<file path="src/rtl/timer_counter.sv">
// Programmable up-counter feeding the timer compare stage: prescaled counting,
// one-shot/periodic modes, pause/resume and a registered end-of-period pulse.
module timer_counter #(
    parameter int word_size  = 8,
    parameter int PRESCALE_W = 4
) (
    input  logic                  newclk_k,
    input  logic                  rst,
    input  logic                  start,
    input  logic                  stop,
    input  logic                  mode,
    input  logic [PRESCALE_W-1:0] prescale,
    input  logic                  load,
    input  logic [word_size-1:0]  period_in,
    input  logic                  clr_n,
    output logic [word_size-1:0]  timer_in,
    output logic [word_size-1:0]  out,
    output logic                  busy,
    output logic                  done,
    output logic [1:0]            state_dbg
);

    typedef enum logic [1:0] {
        S_IDLE  = 2'd0,
        S_RUN   = 2'd1,
        S_PAUSE = 2'd2,
        S_DONE  = 2'd3
    } state_t;

    state_t                  state, state_n;
    logic [word_size-1:0]    timer_n, out_n;
    logic [PRESCALE_W-1:0]   pre_cnt, pre_n;
    logic [PRESCALE_W-1:0]   prescale_q, prescale_n;
    logic                    mode_q, mode_n;
    logic                    done_n;
    logic                    at_top, tick, period_end;

    assign at_top     = (timer_in == out);
    assign tick       = (pre_cnt == prescale_q);
    // The comparator's clear lags by one clock, so it only counts once the
    // count is actually sitting on the compare value.
    assign period_end = (state == S_RUN) && !clr_n && at_top;

    assign busy      = (state == S_RUN) || (state == S_PAUSE);
    assign state_dbg = state;

    always_ff @(posedge newclk_k or posedge rst) begin
        if (rst) begin
            state      <= S_IDLE;
            timer_in   <= '0;
            out        <= {word_size{1'b1}};
            pre_cnt    <= '0;
            prescale_q <= '0;
            mode_q     <= 1'b0;
            done       <= 1'b0;
        end else begin
            state      <= state_n;
            timer_in   <= timer_n;
            out        <= out_n;
            pre_cnt    <= pre_n;
            prescale_q <= prescale_n;
            mode_q     <= mode_n;
            done       <= done_n;
        end
    end

    always_comb begin
        state_n    = state;
        timer_n    = timer_in;
        out_n      = out;
        pre_n      = pre_cnt;
        prescale_n = prescale_q;
        mode_n     = mode_q;
        done_n     = 1'b0;

        case (state)
            S_IDLE, S_DONE: begin
                if (load) begin
                    out_n = period_in;
                end
                if (start) begin
                    state_n    = S_RUN;
                    timer_n    = '0;
                    pre_n      = '0;
                    mode_n     = mode;
                    prescale_n = prescale;
                end
            end
            S_RUN: begin
                if (period_end) begin
                    timer_n = '0;
                    pre_n   = '0;
                    done_n  = 1'b1;
                    state_n = mode_q ? S_RUN : S_DONE;
                end else if (stop) begin
                    state_n = S_PAUSE;
                end else begin
                    pre_n = tick ? '0 : pre_cnt + 1'b1;
                    // Saturate at the compare value; the comparator ends the period.
                    if (tick && !at_top) begin
                        timer_n = timer_in + 1'b1;
                    end
                end
            end
            S_PAUSE: begin
                if (start) begin
                    state_n = S_RUN;
                end
            end
            default: begin
                state_n = S_IDLE;
            end
        endcase
    end

endmodule
</file>
<file path="config.mk">
export PLATFORM = sky130hd
export DESIGN_NAME = timer_counter
export DESIGN_NICKNAME = d
export VERILOG_FILES = /design/src/rtl/timer_counter.sv
export SDC_FILE = /design/constraint.sdc
export NUM_CORES = 1
export LEC_CHECK = 0
export CORE_ASPECT_RATIO = 1.25
export CORE_MARGIN = 4
export CORE_UTILIZATION = 52
export DETAILED_ROUTE_END_ITERATION = 10
export MAX_ROUTING_LAYER = met4
export PLACE_DENSITY = 0.84
export REMOVE_ABC_BUFFERS = 1
export SETUP_SLACK_MARGIN = 0.5
export SLEW_MARGIN = 40
export SYNTH_ARGS = -nofsm -noshare
export SYNTH_HDL_FRONTEND = slang
export SYNTH_SLANG_ARGS = --single-unit
</file>
<file path="constraint.sdc">
create_clock -name newclk_k -period 4.2 [get_ports newclk_k]
set_input_delay 1.05 -clock newclk_k [delete_from_list [all_inputs] [get_ports newclk_k]]
set_output_delay 1.05 -clock newclk_k [all_outputs]
set_load 0.005 [all_outputs]
</file>
=== Word level (Yosys, flattened, before mapping) ===
Cells that the tools add are included.
W data, S select, Z words.

* Add/subtract/negate cells: 2
* Equal/unequal tests: 10
* Multiplexer cells: 17
* Reductions and logical operators: 15

{| class="wikitable"
|+ Operators with widths
! cell !! number
|-
| $mux W8 || 4
|-
| $mux W4 || 4
|-
| $pmux W8 S2 || 1
|-
| $add A8 B1 Y8 const B || 1
|-
| $eq A8 B8 Y1 || 1
|-
| $mux W2 || 4
|-
| $pmux W4 S2 || 1
|-
| $ne A3 B3 Y1 const B || 2
|-
| $reduce_and A2 Y1 || 3
|-
| $add A4 B1 Y4 const B || 1
|-
| $eq A2 B2 Y1 const B || 2
|-
| $eq A4 B4 Y1 || 1
|-
| $pmux W2 S2 || 1
|-
| $reduce_and A4 Y1 || 1
|-
| $logic_and A1 B1 Y1 || 3
|-
| $ne A3 B2 Y1 const B || 1
|-
| $reduce_and A3 Y1 || 1
|-
| $reduce_or A3 Y1 || 1
|-
| $eq A2 B1 Y1 const B || 1
|-
| $logic_not A1 Y1 || 2
|-
| $logic_not A2 Y1 || 1
|-
| $mux W1 || 2
|-
| $ne A2 B1 Y1 const B || 1
|-
| $ne A2 B2 Y1 const B || 1
|-
| other kinds (3) || 3
|}

* Register bits after elaboration: 28
* Output and inout port bits: 20
* Input port bits: 19
* Word-level logic and storage cells: 51

=== Longest topological paths before layout ===
* Word-level depth: 7
* Mapped depth: 7
* Gate-level depth less buffers: 7

=== Worst setup path before layout ===
OpenSTA, ideal clock, no wires.

* Kind: in2reg
* Start: in start
* End: reg pre_cnt[3]
* Stages on the path: 4
* Arrival: 2.122 ns
* Required time: 4.099 ns
* Library setup time: 0.101 ns
* Setup slack: 1.978 ns
* Buffers on the path: 0
* Cells stage by stage: nand2_1 a21boi_0 or4_4 o311ai_2

* Word-level cells in the longest chain between the ends: 2

{| class="wikitable"
|+ RTL lines
! what !! RTL line !! source
|-
| start, declared || 9 || <nowiki>input logic start,</nowiki>
|-
| $ne A2 B2 Y1 (no line) || n/a ||
|-
| $reduce_and A3 Y1 (no line) || n/a ||
|-
| end signal, assigned || 60 || <nowiki>pre_cnt <= pre_n;</nowiki>
|-
| end, declared || 32 || <nowiki>logic [PRESCALE_W-1:0] pre_cnt, pre_n;</nowiki>
|}

No other way between the ends.
A chain may end at the register's enable or synchronous reset.

=== Final worst setup path ===
* Start: reg state[0], in the netlist state_dbg[0]
* End: out busy

* Word-level cells in the longest chain between the ends: 2
* Elaborated cells on any way between the ends: 3
* Classes of those cells: 2 x eq/ne; 1 x reduce/logical

{| class="wikitable"
|+ RTL lines
! what !! RTL line !! source
|-
| start, declared || 30 || <nowiki>state_t state, state_n;</nowiki>
|-
| start signal, assigned || 57 || <nowiki>state <= state_n;</nowiki>
|-
| $eq A2 B1 Y1 / $eq A2 B2 Y1 (equally long branches) || 44 || <nowiki>assign busy = (state == S_RUN) || (state == S_PAUSE);</nowiki>
|-
| $logic_or A1 B1 Y1 (*) || 44 ||
|-
| end, declared || 18 || <nowiki>output logic busy,</nowiki>
|}

Every way passes the cells marked *; elsewhere a longest branch is shown, timed or not.

==> reports/results.txt <==
After detailed routing, the number of remaining DRC violations is 0. The worst setup path is launched from a register. The tools report the combinational group share of total power as 52.2%.

Internal power comes to 790.5 uW. Synthesis produced a netlist whose cell count is 136. The final critical path takes up 66.90% of the cycle.

The number of antenna violations at the first check in global routing was 0. At the worst endpoint, the arrival time is 1.76 ns. Cells with a size suffix above 1 make up 20.90% of the layout. In this run the count of I/O pins placed on the die edge is 39.

Summed over all instances, the cell type with the most area after synthesis is dfrtp_1. The most common cell type on the critical path is inv_1. Counting cells, the worst reg-to-reg path comes to 7.

The areal power density over the cells is 644.4 mW/mm^2, and the relative slew slack is 60.23%. The depth of the worst hold-timing path was 1; the count of final setup violators was 0. The cell row count came out at 21. The critical path class was register to output pin. The met2 wire length is 1687 um. Height of the chip: 68.90 um. After detailed routing, the average wire length per cell comes to 16.33 um. The floorplan step set the die width to 56.72 um. The number of placed instances, taps included, is 208.

The transition time at the pin with the least slew margin was 0.5914 ns. The path with the worst hold slack has its endpoint at state_dbg[1]. Once the floorplan was initialized, standard cells occupied 55.92% of the core. Endpoint of the worst register-to-register path: timer_in[5]. Summed over all cells, the static leakage comes to 0.0007911 uW. The run gives 1247 as the number of global-route vias before repair. The tools report the peak supply drop as 0.4394 mV.

Ranked by instance count, the synthesized netlist is headed by dfrtp_1 (20), mux2_2 (13), inv_1 (12), xnor2_1 (12), o21ai_0 (9). For the count of clock tree sinks, the log shows 28. The tree is rooted in a clkbuf_4.

During synthesis, Yosys emitted a total of 0 warnings. The clock network accounts for 8.5% of the total power. Leaving out filler cells and counting taps, the final layout contains 211. At the end of the flow, the number of nets in the layout was 202. dfrtp_1 is the most common cell in the netlist.

Registers are responsible for 39.3% of the overall power. For this block, wires on met1 add up to 1455 um. In this run the worst hold path is classified as register to register. Setup repair after global routing left no endpoint under its margin.

The number of buffers between clock root and the deepest sink is 2. The prevailing post-synth register cell was dfrtp_1. For the number of distinct library cell variants in the gate-level netlist after synthesis, the log shows 38. For the max-slew violation count, the log shows 0. The highest metal layer with signal wires is met4. After legalization and detailed placement, the total HPWL measured 2685 um. The tools report the endpoint kind of the worst setup timing path as an output pin. The total global routing track utilization was 19.54%; the post-synthesis to final-layout area growth was 28.87%. Async set-or-reset flop fraction in the synthesized netlist: 100.0%. The number of antenna diodes is 0, and the number of iterations in the first detailed-routing pass is 4. The shortest clock period the worst path allows after layout was 2.810 ns; the count of max-cap constraint violations was 0. The number of port buffers works out to 38. For the design area, the log shows 0.001988 sq mm.

Counting the fill cells in the layout gives 209. TritonCTS built the clock tree. For this run the aggregate overflow at the end of global routing stands at 0. The synthesized area divided by synthesized cell count is 11.34 sq um. At the end of routability-driven placement, the weighted congestion stood at 0.7873. In this run, synthesis inferred 0 flip-flops with an integrated enable. The netlist area before placement is 0.001543 sq mm. The clock latency reported for the late side of the worst-skew pair is 0.33 ns.

Summing all placed instances gives a cell area of 0.001966 sq mm. After synthesis, the cell types taking the most area are dfrtp_1 (32%), dfstp_2 (14%), mux2_2 (9.5%). Among all stages on the critical path, the largest delay is contributed by clkdlybuf4s50_1. Entering global routing, the biggest net connects 29 pins. The first-pass GRT wire length is 5637 um. Derived from the worst setup path, the maximum achievable clock frequency is 355.9 MHz.

After routing, the total negative slack on setup checks comes to 0 ns. The buffers inserted during post-CTS setup optimization is 0. Startpoint of the worst hold path: mode_q.

The largest single stage delay on the critical path is 0.50 ns. The count of final hold-check violations is 0, and the met3 wire length is 233 um. In this run, post-CTS hold repair placed 0 buffers.

The routed design has 3445 um of wire. Synthesis inferred 28 register bits. The detail route stage leaves a number of antenna-violating nets equal to 0. Gates resized during post-CTS repair numbered 0.

The highest net fanout along the worst path works out to 4. Clock-pin slew was measured on the worst setup and hold paths at 0.14 ns. The worst register-to-register path has a setup slack of 2.02 ns.

Number of buffers created by CTS: 3. The critical path goes through inv_1, ha_1, inv_1, clkdlybuf4s50_1. The worst register-to-register path begins at state_dbg[1]. Detailed routing inserted a total of 1238 vias. The proportion of total power due to net switching works out to 38.30%. After the first detailed-routing iteration, the DRC count stood at 35.

The sum of buffers and inverters on the critical path is 3, and the die outline area is 0.003907 sq mm. The level count of the clock H-tree is 1, and the sequential fraction of the synthesis area is 46.07%. For the worst setup path, the data required time is 3.15 ns. The top cell type's share of synthesized area came out at 32.44%. Cell family contributing the most delay on the critical path: buffers and inverters. The flow ran to the end, and the final reports show no timing, DRC or antenna violations. The tools report the placeable core region as 0.002759 sq mm. The switching power was 490.7 uW. The per-cell via count in the routed design came out at 5.867.

For the final database, setup skew stands at 0.007872 ns.
==> cell usage in the layout, fill, tap and decap left out, types with 2 or more instances in the layout <==
cell / netlist / routed
mux2_2: 13 / 13
and3_1: 2 / 2
dfstp_2: 8 / 8
nand4_1: 5 / 5
inv_1: 12 / 11
a211o_1: 2 / 2
o211ai_1: 2 / 2
dfrtp_1: 20 / 20
nor2b_1: 2 / 2
and4_2: 2 / 2
ha_1: 4 / 4
o311ai_2: 2 / 2
nand2_1: 5 / 5
mux2i_1: 2 / 2
nand3_1: 5 / 5
o21ai_0: 9 / 9
or3_1: 3 / 3
o31ai_1: 2 / 2
nor2_1: 2 / 2
xnor2_1: 12 / 12
clkdlybuf4s50_1: 0 / 38
nor3_1: 5 / 5
clkbuf_4: 0 / 3
==> layer usage <==
layer | GRT usage, % | vias to the layer above
met3 | 3.724 | 8
met4 | 8.309 | 0
met5 | - | -
met1 | 23.09 | 580
met2 | 32.95 | 58
li1 | - | 592
==> logic make-up (layout without fill, tap and decap cells) <==
| family | Yosys count | count (layout) | share of synthesized area [%] |
|---|---|---|---|
| buf+inv | 12 | 53 | 2.920 |
| xor+xnor | 12 | 12 | 6.813 |
| compound gates | 27 | 27 | 15.57 |
| simple gates | 38 | 38 | 14.60 |
| fa+ha+maj | 4 | 4 | 3.244 |
| flops | 28 | 28 | 46.07 |
| mux | 15 | 15 | 10.79 |
==> registers in the layout, summed over array words and instances, names as in the netlist <==
| register | count |
|---|---|
| timer_in | 8 |
| out | 8 |
| done | 1 |
| prescale_q | 4 |
| pre_cnt | 4 |
| mode_q | 1 |
| state_dbg | 2 |
==> worst max path at each step <==
stage,from,endpoint,slack (ns),cells after the start
after floorplan,start,pre_cnt[3],1.98,4
after global placement,start,pre_cnt[3],1.36,5
after detailed placement,start,pre_cnt[3],1.31,5
after global routing,state_dbg[0],busy,1.31,4
after CTS,state_dbg[0],busy,1.38,4
final,state_dbg[0],busy,1.39,4
==> layout make-up <==
type	instances	area, sq um	area share [%]
flip-flops and latches	28	710.7	35.75
well taps	34	42.54	2.140
multi-input cells	96	787.0	39.58
inverters	12	45.04	2.266
clock buffers	3	22.52	1.133
repair buffers	38	380.4	19.13
==> metrics by stage <==
step	power (uW)	setup WS [ns]	utilization (%)	hold slack, ns
2_1_floorplan	907.8	1.978	-	0.4278
3_3_place_gp	1145	1.363	71.25	0.4451
3_5_place_dp	1175	1.312	71.25	0.4517
4_1_cts	1285	1.383	72.06	0.4700
5_1_grt	1365	1.311	72.06	0.4985
6_report	1281	1.390	72.06	0.4707
==> power groups by stage <==
stage          combinational, uW  clock (uW)  sequential (uW)
3_5_place_dp                 667           0              509
4_1_cts                      670         111              504
5_1_grt                      723         122              520
3_3_place_gp                 642           0              503
2_1_floorplan                420           0              488
6_report                     669         109              503
No activity file was read; power rests on OpenSTA's default activity.
